==> config.mk <==
export PLATFORM = sky130hd
export DESIGN_NAME = cu_edge_data_write_accumulate
export DESIGN_NICKNAME = d
export VERILOG_FILES = /design/src/rtl/cu_edge_data_write_accumulate.sv
export SDC_FILE = /design/constraint.sdc
export NUM_CORES = 2
export LEC_CHECK = 0
export ABC_AREA = 1
export CORE_AREA = 2 2 464 466
export DETAILED_ROUTE_END_ITERATION = 8
export DIE_AREA = 0 0 466 468
export GPL_ROUTABILITY_DRIVEN = 0
export HOLD_SLACK_MARGIN = 0.03
export SLEW_MARGIN = 20
export SYNTH_ARGS = -nofsm -noshare
export SYNTH_HDL_FRONTEND = slang
export SYNTH_SLANG_ARGS = --single-unit
export TNS_END_PERCENT = 10
==> constraint.sdc <==
create_clock -name clock -period 45 [get_ports clock]
set_input_delay 6.75 -clock clock [delete_from_list [all_inputs] [get_ports clock]]
set_output_delay 6.75 -clock clock [all_outputs]
set_load 0.03 [all_outputs]
==> src/rtl/cu_edge_data_write_accumulate.sv <==
// Coalesces per-element 32-bit edge data writes into cacheline-wide records with a slot mask.
// Optional build macro CU_WRITE_ACCUM_ENDIAN_SWAP_EN byte-reverses each element on insertion.
module cu_edge_data_write_accumulate #(
    parameter int unsigned DATA_WIDTH      = 32,
    parameter int unsigned CACHELINE_BYTES = 128,
    parameter int unsigned SLOTS           = CACHELINE_BYTES * 8 / DATA_WIDTH,
    parameter int unsigned INDEX_WIDTH     = 32,
    parameter int unsigned TIMEOUT_CYCLES  = 64,
    parameter int unsigned SLOT_W          = $clog2(SLOTS)
) (
    input  logic                          clock,
    input  logic                          rstn,
    input  logic                          enabled_in,
    input  logic                          in_valid,
    input  logic [INDEX_WIDTH-1:0]        in_index,
    input  logic [DATA_WIDTH-1:0]         in_data,
    input  logic [7:0]                    in_cu_id,
    output logic                          in_ready,
    input  logic                          flush_in,
    output logic                          out_valid,
    input  logic                          out_ready,
    output logic [INDEX_WIDTH-SLOT_W-1:0] out_line_index,
    output logic [CACHELINE_BYTES*8-1:0]  out_data,
    output logic [SLOTS-1:0]              out_slot_mask,
    output logic [7:0]                    out_cu_id,
    output logic [SLOT_W:0]               out_count,
    output logic                          busy_out
);

    localparam int unsigned LINE_W = INDEX_WIDTH - SLOT_W;
    localparam int unsigned CNT_W  = SLOT_W + 1;
    localparam int unsigned TMR_W  = $clog2(TIMEOUT_CYCLES + 1);
    localparam logic [TMR_W-1:0] TMR_LAST = TMR_W'(TIMEOUT_CYCLES - 1);

    typedef enum logic [1:0] {
        ST_IDLE  = 2'd0,
        ST_ACCUM = 2'd1,
        ST_EMIT  = 2'd2
    } state_t;

    state_t                              r_state;
    state_t                              w_state_nxt;
    logic                                r_enabled;
    logic                                r_out_valid;
    logic [LINE_W-1:0]                   r_line;
    logic [7:0]                          r_cu_id;
    logic [SLOTS-1:0]                    r_mask;
    logic [CNT_W-1:0]                    r_count;
    logic [TMR_W-1:0]                    r_timer;
    logic [SLOTS-1:0][DATA_WIDTH-1:0]    r_data;

    logic [SLOT_W-1:0]                   w_slot;
    logic [LINE_W-1:0]                   w_line;
    logic                                w_line_hit;
    logic                                w_accept;
    logic [SLOTS-1:0]                    w_slot_onehot;
    logic [SLOTS-1:0]                    w_mask_acc;
    logic                                w_mask_full;
    logic                                w_new_slot;
    logic                                w_timeout;
    logic                                w_miss;
    logic [DATA_WIDTH-1:0]               w_wdata;

    assign w_slot      = in_index[SLOT_W-1:0];
    assign w_line      = in_index[INDEX_WIDTH-1:SLOT_W];
    assign w_line_hit  = (w_line == r_line);
    assign in_ready    = r_enabled && (r_state != ST_EMIT) && !((r_state == ST_ACCUM) && !w_line_hit);
    assign w_accept    = in_valid && in_ready;
    assign w_mask_acc  = r_mask | w_slot_onehot;
    assign w_mask_full = &w_mask_acc;
    assign w_new_slot  = ~|(r_mask & w_slot_onehot);
    // Timeout and line-miss are only honoured while enabled so a disabled block keeps its open line.
    assign w_timeout   = r_enabled && (r_timer == TMR_LAST);
    assign w_miss      = r_enabled && in_valid && !w_line_hit;

    always_comb begin
        w_slot_onehot         = '0;
        w_slot_onehot[w_slot] = 1'b1;
    end

    always_comb begin
        w_wdata = '0;
`ifdef CU_WRITE_ACCUM_ENDIAN_SWAP_EN
        for (int b = 0; b < int'(DATA_WIDTH / 8); b++) begin
            w_wdata[b*8 +: 8] = in_data[DATA_WIDTH - 8 - b*8 +: 8];
        end
`else
        w_wdata = in_data;
`endif
    end

    always_ff @(posedge clock or posedge rstn) begin
        if (rstn) begin
            r_state <= ST_IDLE;
        end else begin
            r_state <= w_state_nxt;
        end
    end

    always_comb begin
        w_state_nxt = r_state;
        unique case (r_state)
            ST_IDLE: begin
                if (w_accept) begin
                    w_state_nxt = ST_ACCUM;
                end
            end
            ST_ACCUM: begin
                if (w_accept) begin
                    if (w_mask_full || flush_in) begin
                        w_state_nxt = ST_EMIT;
                    end
                end else if (w_miss || flush_in || w_timeout) begin
                    w_state_nxt = ST_EMIT;
                end
            end
            ST_EMIT: begin
                if (out_ready) begin
                    w_state_nxt = ST_IDLE;
                end
            end
            default: w_state_nxt = ST_IDLE;
        endcase
    end

    // Line accumulation; the accumulation registers double as the held output record during EMIT.
    always_ff @(posedge clock or posedge rstn) begin
        if (rstn) begin
            r_enabled   <= 1'b0;
            r_out_valid <= 1'b0;
            r_line      <= '0;
            r_cu_id     <= '0;
            r_mask      <= '0;
            r_count     <= '0;
            r_timer     <= '0;
            r_data      <= '0;
        end else begin
            r_enabled   <= enabled_in;
            r_out_valid <= (w_state_nxt == ST_EMIT);
            if (r_state == ST_EMIT) begin
                if (out_ready) begin
                    r_mask  <= '0;
                    r_count <= '0;
                    r_timer <= '0;
                    r_data  <= '0;
                end
            end else if (w_accept) begin
                r_data[w_slot] <= w_wdata;
                r_timer        <= '0;
                if (r_state == ST_IDLE) begin
                    r_line  <= w_line;
                    r_cu_id <= in_cu_id;
                    r_mask  <= w_slot_onehot;
                    r_count <= CNT_W'(1);
                end else begin
                    r_mask <= w_mask_acc;
                    if (w_new_slot) begin
                        r_count <= r_count + CNT_W'(1);
                    end
                end
            end else if ((r_state == ST_ACCUM) && r_enabled && (r_timer != TMR_LAST)) begin
                r_timer <= r_timer + TMR_W'(1);
            end
        end
    end

    assign out_valid      = r_out_valid;
    assign out_line_index = r_line;
    assign out_data       = r_data;
    assign out_slot_mask  = r_mask;
    assign out_cu_id      = r_cu_id;
    assign out_count      = r_count;
    assign busy_out       = (r_state != ST_IDLE);

endmodule

==> summary.md <==
| Metric | Value |
|---|---|
| Outcome | finished clean |
| I/O Pins | 1178 |
| Initial Util | 19.7% |
| CTS resizes | 0 |
| Clock root cell | clkbuf_16 |
| PD cells | 73.3 nW/µm² |
| Max Freq | 0.0644 GHz |
| Worst Path Arrival | 8.77 ns |
| Worst vdd ir | 0.0377 mV |
| Initial antenna violation count | 30 |
| Synth top area share | 66.0% |
| CP dominant cell by count | nand2_1 |
| Post-DP HPWL | 146 mm |
| Worst setup path startpoint | in_index[23] |
| Static Leak | 26.6 nW |
| Final setup fails | 0 |
| Yosys reg bits | 1108 |
| RSZ-0062 raised after global routing | no |
| Pin slew with the least headroom to its limit | 1.13 ns |
| Min Tclk post-route | 15.52 ns |
| Cells after synthesis | 4253 |
| Total global-route track usage | 19.2% |
| Primary FF master, synth | dfrtp_1 |
| # fillers | 22200 |
| Max Transition Viols Final | 0 |
| Rows | 170 |
| Setup Skew | 0.0331 ns |
| WP data required | 38.25 ns |
| Syn Nets | 4333 |
| Max_slew headroom | 24.5% |
| Multi-input gate area | 12200 µm² |
| R2R setup slack | 40.44 ns |
| Total grt overflow | 0 |
| Ratio of cells with drive above 1 in the final layout | 7.21% |
| Core area | 213000 µm² |
| CTS tree | done |
| Hold_ws | 0.471 ns |
| First-pass GRT wire length | 295 mm |
| Crit end category | output port |
| CP endpoint | in_ready |
| Die span in y | 468 µm |
| Top cells by count, synth | 1436 x nand2_1, 1108 x dfrtp_1, 674 x o21ai_0, 363 x o21ai_1, 174 x clkbuf_1 |
| Sequential area share after synthesis | 66.0% |
| Crit Path Max Fanout | 2 |
| Drt wl/cell | 26.2 µm |
| Largest net degree at the start of global routing | 150 |
| Clock slew at the register clock pins of the worst setup and hold paths | 0.06 ns |
| H-tree depth | 4 |
| Startpoint Class | input pin |
| WS Path Type | in -> out |
| Final Hold Viols | 0 |
| Post-layout util | 28.5% |
| Max incr delay on CP | 0.67 ns |
| Layout Area Growth over Synthesis | 45.0% |
| Post-CTS setup buffer count | 0 |
| Number of flops mapped to enable cells by yosys | 0 |
| Setup TNS | 0 ns |
| Die ar. | 218000 µm² |
| DRT Wirelength | 217 mm |
| Clk buf depth | 3 |
| Non-Filler Instances | 8280 |
| Period utilization | 34.5% |
| TritonRoute pass-1 iters | 5 |
| Synth warn | 0 |
| Cts hold-fix bufs | 0 |
| 1st-iter DRT viols | 3909 |
| Input/output buffers | 1177 |
| Number of buffers created by CTS | 130 |
| Worst hold path class | reg -> reg |
| Post-Syn Area | 42000 µm² |
| Mean post-synth cell area | 9.87 µm² |
| Vias in the first global route | 36600 |
| FF-to-FF Start | out_line_index[10] |
| Clock Sinks | 1108 |
| Most common cell in the netlist | nand2_1 |
| R2R depth | 13 |
| DR vias | 37100 |
| Async S/R FF share, synth | 100% |
| FF+latch area | 27700 µm² |
| Clk_lat worst skew | 0.79 ns |
| Reg-to-reg endpoint | out_data[891] |
| Cell-by-cell trace of the critical path | clkdlybuf4s50_1, xnor2_1, nand2_1, nor2_1, nand2_1, nor2_1, nand2_1, nand2_2, nand2_1, inv_1, clkdlybuf4s50_1 |
| Net total in the final layout | 5401 |
| Antenna Nets Post-Route | 0 |
| Maxcap violations | 0 |
| Placed Instances | 8027 |
| Area leader, netlist | dfrtp_1 |
| Synth cell types | 34 |
| Vias per cell | 4.48 |
| Synth top area cells | dfrtp_1 66%, nand2_1 13%, o21ai_0 8.0% |
| CP max stage cell | clkdlybuf4s50_1 |
| Die width | 466 µm |
| DRC | 0 |
per-layer routing:
metal | vias to the layer above | global-route usage [%] | routed length [µm]
met5 | - | 0 | 36
li1 | 15900 | - | -
met4 | 6 | 8.79 | 10200
met1 | 18700 | 23.5 | 86900
met3 | 443 | 6.33 | 21000
met2 | 1966 | 30.6 | 98900
where the power goes:
part | internal [W] | switching, W | leakage (nW)
clock | 0.000643 | 0.000475 | 2.19
combinational | 0.000645 | 0.00122 | 9.25
sequential | 0.00129 | 0.000188 | 15.1
total | 0.00258 | 0.00188 | 26.6
layout make-up:
cell class / count / area share, %
timing repair buffer: 1257 / 20.4
sequential: 1108 / 45.5
clock buffer: 177 / 6.03
inverter: 110 / 0.695
multi-input combinational: 2714 / 20.0
clock inverter: 57 / 1.41
tap: 2838 / 5.83
antenna: 19 / 0.0781
layout by cell type (no fill, tap or decap), drive strengths merged:
cell type	Yosys	layout
a21oi	17	17
and2	1	1
buf	128	80
bufinv	0	10
clkbuf	193	177
clkdlybuf4s50	0	1177
clkinv	1	31
clkinvlp	0	7
dfrtp	1108	1108
diode	0	19
ha	2	2
inv	109	119
nand2	1478	1478
nand3	66	66
nand3b	2	2
nand4	6	6
nor2	68	68
nor3	2	2
nor4	3	3
o21ai	1037	1037
o22ai	6	6
o2bb2ai	1	1
or2	1	1
xnor2	18	18
xor2	6	6
worst max-delay path: cells and delay by family:
| kind | cells | cell delay [ns] |
|---|---|---|
| simple gates | 7 | 0.66 |
| buf+inv | 3 | 1.22 |
| xor+xnor | 1 | 0.14 |
stage by stage:
stage               cell area, µm²  worst slack [ns]  power, W
global route                 60900             29.35   0.00465
floorplan                    42000              7.05   0.00244
detailed placement           56300             29.49   0.00336
finish                       60900             29.48   0.00446
global placement             56300             29.44   0.00334
CTS                          60800             29.48   0.00450
worst min-delay path by stage:
stage / start / end / slack, ns / cells past startpoint
detailed placement: out_data[909] / out_data[909] / 0.46 / 2
CTS: out_data[909] / out_data[909] / 0.47 / 2
finish: out_data[3] / out_data[3] / 0.47 / 2
floorplan: r_timer[1] / r_timer[1] / 0.48 / 2
global route: out_data[896] / out_data[896] / 0.50 / 2
global placement: out_data[22] / out_data[22] / 0.45 / 2
sequential cells by signal, indices dropped and copies added (netlist names):
name	count
out_data	1024
out_slot_mask	32
out_line_index	27
out_cu_id	8
r_timer	7
out_count	6
r_state	2
out_valid	1
r_enabled	1
logic make-up (layout without fill, tap and decap cells):
group / after synthesis / in the layout / share of synthesized area [%]
AO/OA/AOI/OAI: 1061 / 1061 / 12.7
AND/OR/NAND/NOR: 1627 / 1627 / 15.4
other: 0 / 19 / 0
adder cells (fa/ha/maj): 2 / 2 / 0.0596
buffers and inverters: 431 / 1601 / 5.33
flip-flops: 1108 / 1108 / 66.0
XOR/XNOR: 24 / 24 / 0.501
(Power assumes the default switching activity.)
